[src/rtl/id_ex_stage.sv]
// ID/EX pipeline register with load-use hazard detection, flush
// handling and saturating bubble/flush event counters.
module id_ex_stage #(
  parameter int XLEN = 64
) (
  input  logic            clk,
  input  logic            reset_n,
  input  logic            id_valid,
  input  logic [XLEN-1:0] id_pc,
  input  logic [XLEN-1:0] id_rs1_data,
  input  logic [XLEN-1:0] id_rs2_data,
  input  logic [XLEN-1:0] id_imm_data,
  input  logic [4:0]      id_rs1,
  input  logic [4:0]      id_rs2,
  input  logic [4:0]      id_rd,
  input  logic [3:0]      id_funct4,
  input  logic [7:0]      id_ctrl,
  input  logic            flush,
  output logic            ex_valid,
  output logic [XLEN-1:0] ex_pc,
  output logic [XLEN-1:0] ex_rs1_data,
  output logic [XLEN-1:0] ex_rs2_data,
  output logic [XLEN-1:0] ex_imm_data,
  output logic [4:0]      ex_rs1,
  output logic [4:0]      ex_rs2,
  output logic [4:0]      ex_rd,
  output logic [3:0]      ex_funct4,
  output logic [7:0]      ex_ctrl,
  output logic            hazard_stall,
  output logic [15:0]     bubble_count,
  output logic [15:0]     flush_count
);

  localparam int MEM_READ = 6;

  typedef enum logic [1:0] {
    ACT_LOAD,
    ACT_BUBBLE,
    ACT_FLUSH
  } act_e;

  act_e act;
  logic rd_hit;

  // No flush term here: upstream stall logic must not loop through flush.
  assign rd_hit = (ex_rd == id_rs1) | (ex_rd == id_rs2);
  assign hazard_stall = ex_valid & ex_ctrl[MEM_READ] & id_valid &
                        (ex_rd != 5'd0) & rd_hit;

  always_comb begin
    act = ACT_LOAD;
    if (flush)
      act = ACT_FLUSH;
    else if (hazard_stall)
      act = ACT_BUBBLE;
  end

  always_ff @(posedge clk or negedge reset_n) begin
    if (!reset_n) begin
      ex_valid     <= 1'b0;
      ex_pc        <= '0;
      ex_rs1_data  <= '0;
      ex_rs2_data  <= '0;
      ex_imm_data  <= '0;
      ex_rs1       <= '0;
      ex_rs2       <= '0;
      ex_rd        <= '0;
      ex_funct4    <= '0;
      ex_ctrl      <= '0;
      bubble_count <= '0;
      flush_count  <= '0;
    end else begin
      unique case (act)
        ACT_FLUSH: begin
          ex_valid    <= 1'b0;
          ex_ctrl     <= '0;
          ex_rd       <= '0;
          ex_pc       <= id_pc;
          ex_rs1_data <= id_rs1_data;
          ex_rs2_data <= id_rs2_data;
          ex_imm_data <= id_imm_data;
          ex_rs1      <= id_rs1;
          ex_rs2      <= id_rs2;
          ex_funct4   <= id_funct4;
          if (flush_count != 16'hFFFF)
            flush_count <= flush_count + 16'd1;
        end
        ACT_BUBBLE: begin
          ex_valid <= 1'b0;
          ex_ctrl  <= '0;
          ex_rd    <= '0;
          if (bubble_count != 16'hFFFF)
            bubble_count <= bubble_count + 16'd1;
        end
        default: begin
          ex_valid    <= id_valid;
          ex_ctrl     <= id_valid ? id_ctrl : 8'd0;
          ex_rd       <= id_valid ? id_rd : 5'd0;
          ex_pc       <= id_pc;
          ex_rs1_data <= id_rs1_data;
          ex_rs2_data <= id_rs2_data;
          ex_imm_data <= id_imm_data;
          ex_rs1      <= id_rs1;
          ex_rs2      <= id_rs2;
          ex_funct4   <= id_funct4;
        end
      endcase
    end
  end

endmodule

[config.mk]
export PLATFORM = sky130hd
export DESIGN_NAME = id_ex_stage
export DESIGN_NICKNAME = d
export VERILOG_FILES = /design/src/rtl/id_ex_stage.sv
export SDC_FILE = /design/constraint.sdc
export NUM_CORES = 1
export LEC_CHECK = 0
export CAP_MARGIN = 20
export CORE_AREA = 2 2 233 235
export CTS_CLUSTER_SIZE = 40
export DETAILED_ROUTE_END_ITERATION = 16
export DIE_AREA = 0 0 235 237
export REMOVE_ABC_BUFFERS = 1
export SLEW_MARGIN = 20
export SYNTH_ARGS = -nofsm -noshare
export SYNTH_HDL_FRONTEND = slang
export SYNTH_SLANG_ARGS = --single-unit
[constraint.sdc]
create_clock -name clk -period 2.2 [get_ports clk]
set_clock_uncertainty 0.15 [all_clocks]
set_input_delay 0.44 -clock clk [delete_from_list [all_inputs] [get_ports clk]]
set_output_delay 0.44 -clock clk [all_outputs]
set_load 0.05 [all_outputs]
==> results of run 1 <==
==> cell usage after synthesis (all sizes together), types with 2 or more instances <==
cell type	n	area, um2
dfrtp	316	7910
mux2	276	3780
buf	31	293
xnor2	20	175
xor2	15	131
and2	14	87.6
nand3	14	70.1
nand2	12	45.0
and3	10	62.6
nor3	10	50.1
nand4	9	56.3
nand2b	4	25.0
nor4	4	25.0
inv	3	11.3
nor2	3	18.8
a21oi	2	10.0
a31oi	2	12.5
and4	2	17.5
clkbuf	2	7.51
ha	2	25.0
==> final cells by class <==
cell class	instances	area, um2	area share [%]
multi-input combinational	411	4860	22.1
clock inverter	8	97.6	0.443
tap	696	871	3.95
inverter	3	11.3	0.0511
timing repair buffer	697	7140	32.4
clock buffer	57	1140	5.19
sequential	316	7910	35.9
==> worst min-delay path by stage <==
stage                     startpoint                          end  slack [ps]  depth (start not counted)
after global placement       reset_n  ex_imm_data[31]$_DFFE_PN0P_         220                          1
after CTS                    reset_n  ex_imm_data[31]$_DFFE_PN0P_         240                          2
after detailed placement     reset_n  ex_imm_data[31]$_DFFE_PN0P_         230                          1
after global routing         reset_n  ex_rs2_data[44]$_DFFE_PN0P_         280                          2
after floorplan              reset_n  bubble_count[0]$_DFFE_PN0P_          -6                          0
final                        reset_n  ex_imm_data[51]$_DFFE_PN0P_         280                          2
==> report_power, final <==
part           internal [mW]  leakage, nW  switching, mW
Combinational           1.34         5.22           1.74
Clock                   3.81        0.615           2.44
Sequential              6.14         3.77          0.240
Total                   11.3         9.61           4.42
==> flip-flops by register name, indices dropped and copies added (netlist names) <==
register,flops
ex_rs2,5
ex_valid,1
ex_funct4,4
flush_count,16
ex_ctrl,8
ex_rs1_data,64
ex_rs1,5
ex_imm_data,64
bubble_count,16
ex_rs2_data,64
ex_rd,5
ex_pc,64
==> per-stage QoR <==
| step | TNS [ps] | util, % | cells | setup WS, ps |
|---|---|---|---|---|
| 2_1_floorplan | -1496620 | - | 730 | -5610 |
| 3_3_place_gp | -152100 | 37.4 | 2086 | -587 |
| 3_5_place_dp | -158190 | 37.4 | 2086 | -614 |
| 4_1_cts | -143250 | 40.4 | 2168 | -545 |
| 5_1_grt | -142780 | 41.4 | 2188 | -543 |
| 6_report | -114960 | 41.4 | 2188 | -481 |
==> cell families (layout without fill, tap and decap cells) <==
| group | after synthesis | after routing | share of synthesized area (%) |
|---|---|---|---|
| compound gates | 11 | 11 | 0.610 |
| xor+xnor | 35 | 35 | 2.37 |
| fa+ha+maj | 2 | 2 | 0.194 |
| buf+inv | 36 | 765 | 2.41 |
| flops | 316 | 316 | 61.2 |
| mux | 276 | 276 | 29.3 |
| simple gates | 87 | 87 | 3.88 |
==> per-layer routing <==
layer	wire length (um)	part of all wire [%]
met1	17300	41
met2	21500	51
met3	2870	6.7
met4	785	1.8
met5	0	0
==> repair_timing <==
item | 4_1_cts | 5_1_grt
cloned | 4 | 12
endpoints found under the hold margin | 35 | 0
resized for setup | 65 | 38
setup endpoints to repair | 507 | 484
pin swaps | 4 | 7
hold buffers | 1 | 0
setup buffers | 12 | 11
==> out/results.txt, run 1 <==
Setup repair after global routing could not meet its margin everywhere. The logs give 2950 ps for the arrival time of the worst setup path and 53,300 um2 for the area inside the core boundary. The run gives 1,756 as the final-stage net count. The logs give -480 ps for the worst setup slack for register-to-register paths and 14.4% for the total global-route track usage. The critical path starts at ex_rd[3]$_DFF_PN0_.

The tools report the number of antenna violations at the first check in global routing as 0. The endpoint of the worst register-to-register path was ex_rs2_data[33]$_DFFE_PN0P_. The clock reaches the later pin of the worst-skew pair after 530 ps.

The clock passes through at most 3 buffers. Worst hold path class: in2async. The end point of the critical path was ex_rs2_data[33]$_DFFE_PN0P_. The smallest clock period supported by the final layout is computed as 2680 ps. Yosys mapped the design onto 36 distinct sky130hd cell types. The run finished, with violations left. The tool flagged a number of max-cap violations equal to 0.

After detailed routing, the average wire length per cell comes to 19.4 um. In this run the tightest slew margin relative to its limit is 62.9%. The via count of the first global-routing pass is 9,688. Stage delay of the slowest cell on the critical path: 550 ps. The run gives 316 as the number of clock sinks seen by CTS. The category of the worst setup path capture point was a flip-flop. For this block, the via count after detailed routing is 9,059. Detailed placement ended at an HPWL of 31,000 um. The startpoint of the worst-slack reg-to-reg timing path was ex_rd[3]$_DFF_PN0_. The run gives 25.0% as the routing usage on met2.

After detailed routing, the number of remaining DRC violations is 0. In this run, the number of DRC markers left after iteration 0 of detailed routing was 345. The design area is 22,000 um2, and the number of I/O port buffers is 603. For the final count of pins violating max slew, the log shows 0. The number of cell instances on the worst register-to-register path came out at 11.

During synthesis, Yosys emitted a total of 0 warnings. The maximum net fanout on the critical path is 8, and the number of H-tree branching levels is 2. For met1 alone, demand over resource in global routing was 17.3%. Synthesis inferred 316 register bits. For this design, the slowest cell found on the critical path is or4_4. After clock tree synthesis, the clock-pin slew on the worst setup and hold paths is 60 ps. Leaving out fill and tap cells, the most frequent cell in the layout is clkdlybuf4s50_1.

The wire length of the first global-routing pass is 62,400 um, and the TritonCTS buffer count is 38. Total wire length after detailed routing: 42,500 um. TritonCTS built the clock tree.

The synthesized design contains 0 enable-type register cells. The critical path runs through a total of 11 cells. Summing all placed instances gives a cell area of 19,900 um2. The die height was 237 um.

CTS placed an instance of clkbuf_16 at the clock tree root. In the layout the commonest cells are clkdlybuf4s50_1, dfrtp_1, mux2_4. Entering global routing, the biggest net connects 77 pins.

The worst setup path is of the reg2reg kind. After global routing the overflow that remains totals 0. Data on the critical path is required at its endpoint by 2470 ps.

The initialized floorplan defines 85 standard-cell rows. The post-synthesis async set-or-reset flop share was 100%. The critical path goes through or4_4 -> buf_4 -> buf_6 -> buf_6 -> o21ai_4 -> nor2_4 -> buf_6 -> buf_12 -> buf_12 -> buf_12 -> mux2_4. At the pin with the least slew margin, the transition time is 555 ps.

The floorplan step set the die width to 235 um. The average cell area after synthesis was 16.9 um2. The synthesis-to-layout area growth was 70.6%. Most utilized layer in the global route result: met2.

The final cycle utilization of the critical path works out to 122%. The cell area that synthesis handed to floorplanning was 12,900 um2. The tightest hold path in the finished design has a slack of 281 ps.

For this run, the leading register cell type out of synthesis is dfrtp_1. The post-layout worst setup margin is -481 ps, and the number of antenna-violating nets in the routed design is 0. Count of final hold-check violations: 0.

STA classifies the critical path startpoint as a flip-flop. The initial cell density of the core was 24.2%. The kind of cell with the highest combined delay along the critical path is buffers and inverters. At the end of routability-driven placement, the weighted congestion stood at 0.777. Cells with a size suffix above 1 make up 34.9% of the layout. The via count normalized by instance count works out to 4.14. The highest clock rate was 373 MHz; the total leakage power was 9.61 nW. VDD sags by at most 647 uV.

The number of antenna diodes in the final layout is 0. After filler insertion, the fill cell instance count of the layout stands at 4,866. The checks that failed: setup timing. The power after layout is 15.7 mW. The first detailed-routing pass took 4 iterations. The count of buffering cells on the critical path with inverters included works out to 7. The sequential share of the synthesized area was 61.2%. Setup violations remaining at the end of the flow were counted as 483. The die covers 55,700 um2. The number of top-level pins is 604, and the met3 demand-to-capacity share in global routing is 4.44%. For this design the ratio of total power to cell area is 713 nW/um2. Counting every instance in the synthesized netlist gives 763.
No activity file was read; power rests on OpenSTA's default activity.
==> inputs of run 2 (changes only) <==
--- a/config.mk
+++ b/config.mk
@@ -5,11 +5,11 @@
 export SDC_FILE = /design/constraint.sdc
 export NUM_CORES = 1
 export LEC_CHECK = 0
-export CAP_MARGIN = 20
+export CAP_MARGIN = 5
 export CORE_AREA = 2 2 233 235
-export CTS_CLUSTER_SIZE = 40
 export DETAILED_ROUTE_END_ITERATION = 16
 export DIE_AREA = 0 0 235 237
+export GPL_ROUTABILITY_DRIVEN = 0
 export REMOVE_ABC_BUFFERS = 1
 export SLEW_MARGIN = 20
 export SYNTH_ARGS = -nofsm -noshare
==> run 2 against run 1 <==
The flow still finishes with violations (setup timing). Sequential power hardly changed. Via count hardly changed. Core utilization stayed put. Sequential share of layout area stayed put. Flip-flop and latch count stayed put. Critical path depth stayed put. Wire length is 0.13% lower. First-iteration DRC count is 1.2% lower. Cell area stayed put. Clock power hardly changed. Worst hold slack worse by 1.3 ps. Critical path type unchanged. Highest routed layer unchanged.
==> out/results.txt, run 2 (synthesized netlist as in run 1, its figures left out) <==
In the layout the commonest cells are clkdlybuf4s50_1, dfrtp_1, mux2_4. The via count normalized by instance count was 4.14. STA puts the critical path data arrival time at 2950 ps. The count of final hold-check violations was 0. Summed over all nets, the half-perimeter wirelength after detailed placement is 31,000 um.

Headroom to the max-slew limit came out at 62.8%. The maximum number of pins on one net before global-route repair is 77, and the number of I/O port buffers is 603. The overflow left after global routing is 0, and the number of antenna-violating nets in the routed design is 0. The required time of the critical path was 2470 ps; the area inside the core boundary was 53,300 um2.

Before CTS, the worst setup slack after placement is -614 ps. The maximum net fanout on the critical path works out to 8. Master cell of the clock root buffer: clkbuf_16.

The final cycle utilization of the critical path was 122%; the number of core rows was 85. The post-layout worst setup margin came out at -478 ps. TritonCTS built the clock tree.

For this run, design rule violations remaining after detail routing come to 0. The run gives 0 as the number of antenna violations at the first check in global routing. The number of top-level pins was 604; the total leakage power was 9.61 nW. The routed layout has 9,057 vias. The run gives 3 as the buffer levels on the longest clock path.

Final count of pins violating max slew: 0. Leaving out fill and tap cells, the most frequent cell in the layout is clkdlybuf4s50_1. The via count of the first global-routing pass is 9,688. Cells with a size suffix above 1 make up 34.9% of the layout.

The utilization after layout was 41.4%; the final-stage net count was 1,756. The TritonCTS buffer count was 38. Global routing consumed, over all layers together, 14.4% of the routing resources. For the pin with the worst max-slew slack, the measured transition is 556 ps. The clock net in this run drives a total of 316 sinks.

Across all hold checks on the routed design, the worst slack comes to 280 ps. The run gives 55,700 um2 as the die area. Clock-pin slew was measured on the worst setup and hold paths at 60 ps.

The number of antenna diodes is 0. The category of the worst setup path capture point was a flip-flop. The synthesis-to-layout area growth came out at 70.6%. The checks that failed: setup timing. The highest clock rate is 373 MHz. The die is 237 um tall. Power spread over the standard cell area amounts to 713 nW/um2. The worst setup path is launched from a flip-flop.

The tightest min-delay check is of the in2async type. The class of the most critical setup path is reg2reg. In the final routed layout, each cell accounts on average for 19.4 um.

The H-tree generated during clock tree synthesis spans 2 levels. Once the floorplan was initialized, standard cells occupied 24.2% of the core. The number of cell instances on the worst register-to-register path is 11, and the number of design-rule violations left by the first detailed-router iteration is 341.

The floorplan step set the die width to 235 um. The number of detailed-route iterations in the first pass came out at 4. The post-layout minimum cycle time came out at 2680 ps. The first global-routing pass estimated 62,400 um of wire. The maximum resistive drop on vdd was 647 uV. The tools report the total wire length after detailed routing as 42,500 um.

Setup repair after global routing could not meet its margin everywhere. For the count of maximum capacitance violations, the log shows 0. The flow ran to the end, but the final reports show violations. The clock latency on the worst-skew pair came out at 530 ps. After routing, the total negative slack on setup checks comes to -114,010 ps.

Setup violations remaining at the end of the flow were counted as 483.
-- run 2: cell type report --
cell class                      count  area (um2)
Sequential cell                   316        7910
Timing Repair Buffer              697        7140
Tap cell                          696         871
Clock buffer                       57        1140
Inverter                            3        11.3
Fill cell                        4866       31200
Clock inverter                      8        97.6
Multi-Input combinational cell    411        4860
-- run 2: repair_timing --
action                     4_1_cts  5_1_grt
hold buffers                     1        0
pin swaps                        4        7
gates cloned                     4       12
setup buffers                   12       11
gates resized for setup         65       38
setup endpoints to repair      507      484
hold endpoints to repair        35        0
-- run 2: through the flow --
stage / instances / total power, mW / area [um2]
final: 2188 / 15.7 / 22000
after global routing: 2188 / 16.3 / 22000
after CTS: 2168 / 15.9 / 21500
after detailed placement: 2086 / 9.57 / 19900
after global placement: 2086 / 9.55 / 19900
after floorplan: 730 / 8.07 / 12600
-- run 2: path summary, 6_finish.rpt --
check,slack [ps],from,end
worst max register to register,-480,ex_rd[3]$_DFF_PN0_,ex_rs2_data[33]$_DFFE_PN0P_
worst min-delay path,280,reset_n,ex_imm_data[51]$_DFFE_PN0P_
worst max-delay path,-480,ex_rd[3]$_DFF_PN0_,ex_rs2_data[33]$_DFFE_PN0P_
max in group asynchronous,860,reset_n,ex_rs2_data[47]$_DFFE_PN0P_
worst min register to register,340,ex_pc[18]$_DFFE_PN0P_,ex_pc[18]$_DFFE_PN0P_
min in group clk,310,id_ctrl[2],ex_ctrl[2]$_DFF_PN0_
-- run 2: worst max-delay path, stage by stage (launching register included) --
cell,delay (ps)
dfrtp_1,380
or4_4,550
buf_4,150
buf_6,100
buf_6,100
o21ai_4,180
nor2_4,90
buf_6,130
buf_12,150
buf_12,140
buf_12,130
mux2_4,290
-- run 2: per-layer routing --
metal	vias up	share of wire, %	GRT usage, %
li1	4112	-	-
met1	4561	41	17.3
met2	335	51	25.0
met3	49	6.8	4.44
met4	0	1.8	3.59
met5	-	0	0
-- run 2: power by group --
part           internal, mW  switching (mW)  total [mW]
clock                  3.81            2.44        6.25
sequential             6.14           0.240        6.38
combinational          1.34            1.74        3.09
==> inputs of run 3 (changes only) <==
--- a/config.mk
+++ b/config.mk
@@ -6,9 +6,9 @@
 export NUM_CORES = 1
 export LEC_CHECK = 0
 export CAP_MARGIN = 5
-export CORE_AREA = 2 2 233 235
+export CORE_AREA = 2 2 232 234
 export DETAILED_ROUTE_END_ITERATION = 16
-export DIE_AREA = 0 0 235 237
+export DIE_AREA = 0 0 234 236
 export GPL_ROUTABILITY_DRIVEN = 0
 export REMOVE_ABC_BUFFERS = 1
 export SLEW_MARGIN = 20
==> constraint.sdc (replaced) <==
create_clock -name clk -period 2.59 [get_ports clk]
set_clock_uncertainty 0.15 [all_clocks]
set_input_delay 0.518 -clock clk [delete_from_list [all_inputs] [get_ports clk]]
set_output_delay 0.518 -clock clk [all_outputs]
set_load 0.05 [all_outputs]
==> run 3 against run 2 <==
The flow still finishes with violations (setup timing). Clock power fell by 12%. Flip-flop and latch count did not move. Combinational power fell by 15%. Critical path depth fell by 6. Cell area fell by 2.2%. Register-to-register slack improved by 330 ps. Core utilization fell by 0.73 points. Clock-buffer cell count rose by 4. Cell count fell by 1.2%. Global-route usage fell by 0.83 points. Critical path type is now reg2out. Critical endpoint is now hazard_stall. Highest routed layer unchanged.
==> out/results.txt, run 3 (synthesized netlist as in run 1, its figures left out) <==
The total instance count after detailed placement is 2,075. For the via count of the first global-routing pass, the log shows 9,666. The maximum resistive drop on vdd is 373 uV, and the final cycle utilization of the critical path is 109%. The routed layout has 8,865 vias.

The post-place setup slack came out at -355 ps. Excluding fillers, the count of instances in the completed layout stands at 2,162. The run finished, with violations left. The logs give 530 ps for the clock latency on the worst-skew pair and 3 for the buffer levels on the longest clock path. Instance count along the most critical hold path: 1. The category of the worst setup path capture point is a primary output. 0 antenna diodes ended up in the layout.

The logs give 15.4% for the met1 demand-to-capacity share in global routing and 20,100 um2 for the post-place instance area. After clock tree synthesis, the clock-pin slew on the worst setup and hold paths is 60 ps. The number of antenna violations at the first check in global routing was 0; the width of the die was 234 um.

The run gives 4,919 as the number of filler instances in the final layout. The slew at the pin closest to its max-slew limit came out at 614 ps. The number of H-tree branching levels was 2; the number of core rows was 85. The detail route stage leaves a number of antenna-violating nets equal to 0. The power density of the placed cells is 628 nW/um2. The design area was 21,600 um2.

CTS saw 316 sinks. The half-perimeter wire length after detailed placement is 29,800 um. For this run, the share of the core covered by cells in the final layout is 40.6%. Setup repair after global routing could not meet its margin everywhere.

In this run the most critical hold path is launched from ex_pc[28]$_DFFE_PN0P_. During placement, the flow inserted port buffers numbering 603. The power after layout is 13.5 mW. The count of final hold-check violations is 0, and the overflow left after global routing is 0. Entering global routing, the biggest net connects 63 pins. Routed wire length per instance: 18.1 um. The number of detailed-route iterations in the first pass was 4. The post-layout worst setup margin is -229 ps. TritonCTS built the clock tree.

The most common library cell in the layout ignoring fill and taps was clkdlybuf4s50_1. Cells with a size suffix above 1 make up 26.3% of the layout. Walking the worst path, the cells encountered are or4_4 -> o211ai_1 -> inv_1 -> and3_4 -> buf_12. The worst register-to-register path begins at ex_rd[0]$_DFF_PN0_.

Static timing analysis puts the maximum clock frequency at 355 MHz. The total of endpoints with negative setup slack in the final report came out at 15. The critical path starts at ex_rd[0]$_DFF_PN0_. The worst setup path is launched from a flip-flop. By startpoint and endpoint, the worst setup path is classified as reg2out.

604 I/O pins were placed. The worst hold path class is reg2reg. For this run, design rule violations remaining after detail routing come to 0. Endpoint of the worst register-to-register path: ex_rd[4]$_DFF_PN0_. Measured in cells, the most critical reg-to-reg path has a length of 13. The analysis attributes to cell leakage a power of 9.21 nW. The tools report the master cell of the clock root buffer as clkbuf_16. Global routing consumed, on the met2 layer, 23.8% of the routing resources.

The stage delay of the slowest cell on the critical path was 540 ps; the synthesis-to-layout area growth was 66.9%. The via count normalized by instance count was 4.10; the total wire length after detailed routing was 39,100 um. The final count of pins violating max slew is 0. Most utilized layer in the global route result: met2. The end point of the critical path is hazard_stall.

For this configuration, the core starts out at a cell density of 24.3%. The final-stage net count is 1,726, and the worst hold-check slack is 337 ps. The total area inside the core boundary comes to 53,100 um2. The top cell types in the final layout, fill and taps aside, are clkdlybuf4s50_1, dfrtp_1, mux2_4. In the global route stage, met3 resource usage came out at 4.79%. The worst-path cell with the longest stage delay was or4_4. The tools report the total negative slack for setup checks as -1960 ps.

The number of clock buffers added by TritonCTS is 38. The arrival time of the worst setup path was 2150 ps; the post-layout minimum cycle time was 2820 ps. Global routing used 13.6% of the available tracks.

The setup check on the worst reg-to-reg path leaves a slack of -150 ps. The maximum net fanout on the critical path came out at 4. The final reports fail on setup timing. The floorplan step defined a die boundary enclosing 55,200 um2. The required time of the critical path came out at 1920 ps.

Die height: 236 um. After the first detailed-routing iteration, the DRC count stood at 261. Max-cap violations in this run came to 0.

The worst pin sits at a relative slew slack of 59.0%. The tools report the wire length of the first global-routing pass as 58,200 um.
run 3: cell count changes in the layout (fill, tap and decap cells not counted), sizes merged:
cell / before / now
bufinv: 2 / 3
clkinvlp: 0 / 1
clkdlybuf4s50: 482 / 590
dlymetal6s2s: 0 / 7
clkinv: 5 / 3
clkbuf: 66 / 61
dlygate4sd2: 32 / 4
buf: 173 / 65
run 3: worst min-delay path by stage:
stage	endpoint	slack, ps
floorplan	bubble_count[0]$_DFFE_PN0P_	70
global placement	ex_rs2_data[14]$_DFFE_PN0P_	320
detailed placement	ex_rs2_data[24]$_DFFE_PN0P_	330
CTS	ex_ctrl[7]$_DFF_PN0_	340
global route	ex_rs2_data[34]$_DFFE_PN0P_	350
finish	ex_pc[28]$_DFFE_PN0P_	340
run 3: power by group:
| part | internal (mW) | leakage, nW | switching (mW) | total, mW |
|---|---|---|---|---|
| sequential | 5.22 | 3.77 | 0.205 | 5.42 |
| clock | 3.40 | 0.630 | 2.07 | 5.47 |
| combinational | 1.17 | 4.82 | 1.47 | 2.64 |
| total | 9.79 | 9.21 | 3.75 | 13.5 |
run 3: final cells by class:
type | instances | area, um2 | share of cell area (%)
Sequential cell | 316 | 7910 | 36.7
Timing Repair Buffer | 667 | 6750 | 31.3
Multi-Input combinational cell | 411 | 4720 | 21.9
Clock buffer | 61 | 1170 | 5.43
Tap cell | 696 | 871 | 4.04
Clock inverter | 8 | 125 | 0.580
Inverter | 3 | 11.3 | 0.0522
run 3: worst max-delay path: cells and delay by family, from the launching register on:
family	cells	cell delay, ps
buffers and inverters	2	240
DFF	1	430
and+or+nand+nor	2	710
AOI/OAI and AO/OA	1	240
run 3: routing by layer:
| layer | part of all wire [%] | vias to the layer above | wire [um] |
|---|---|---|---|
| met5 | 0 | - | 0 |
| met4 | 2.6 | 0 | 1010 |
| met3 | 8.7 | 60 | 3410 |
| met2 | 50 | 356 | 19700 |
| met1 | 38 | 4413 | 15000 |
| li1 | - | 4036 | - |
run 3: timing repair:
item / CTS / global route
endpoints found under the hold margin: 44 / 0
setup endpoints to repair: 5 / 23
gates cloned: 0 / 1
hold buffers: 1 / 0
setup buffers: 16 / 1
gates resized for setup: 16 / 12
pin swaps: 7 / 3
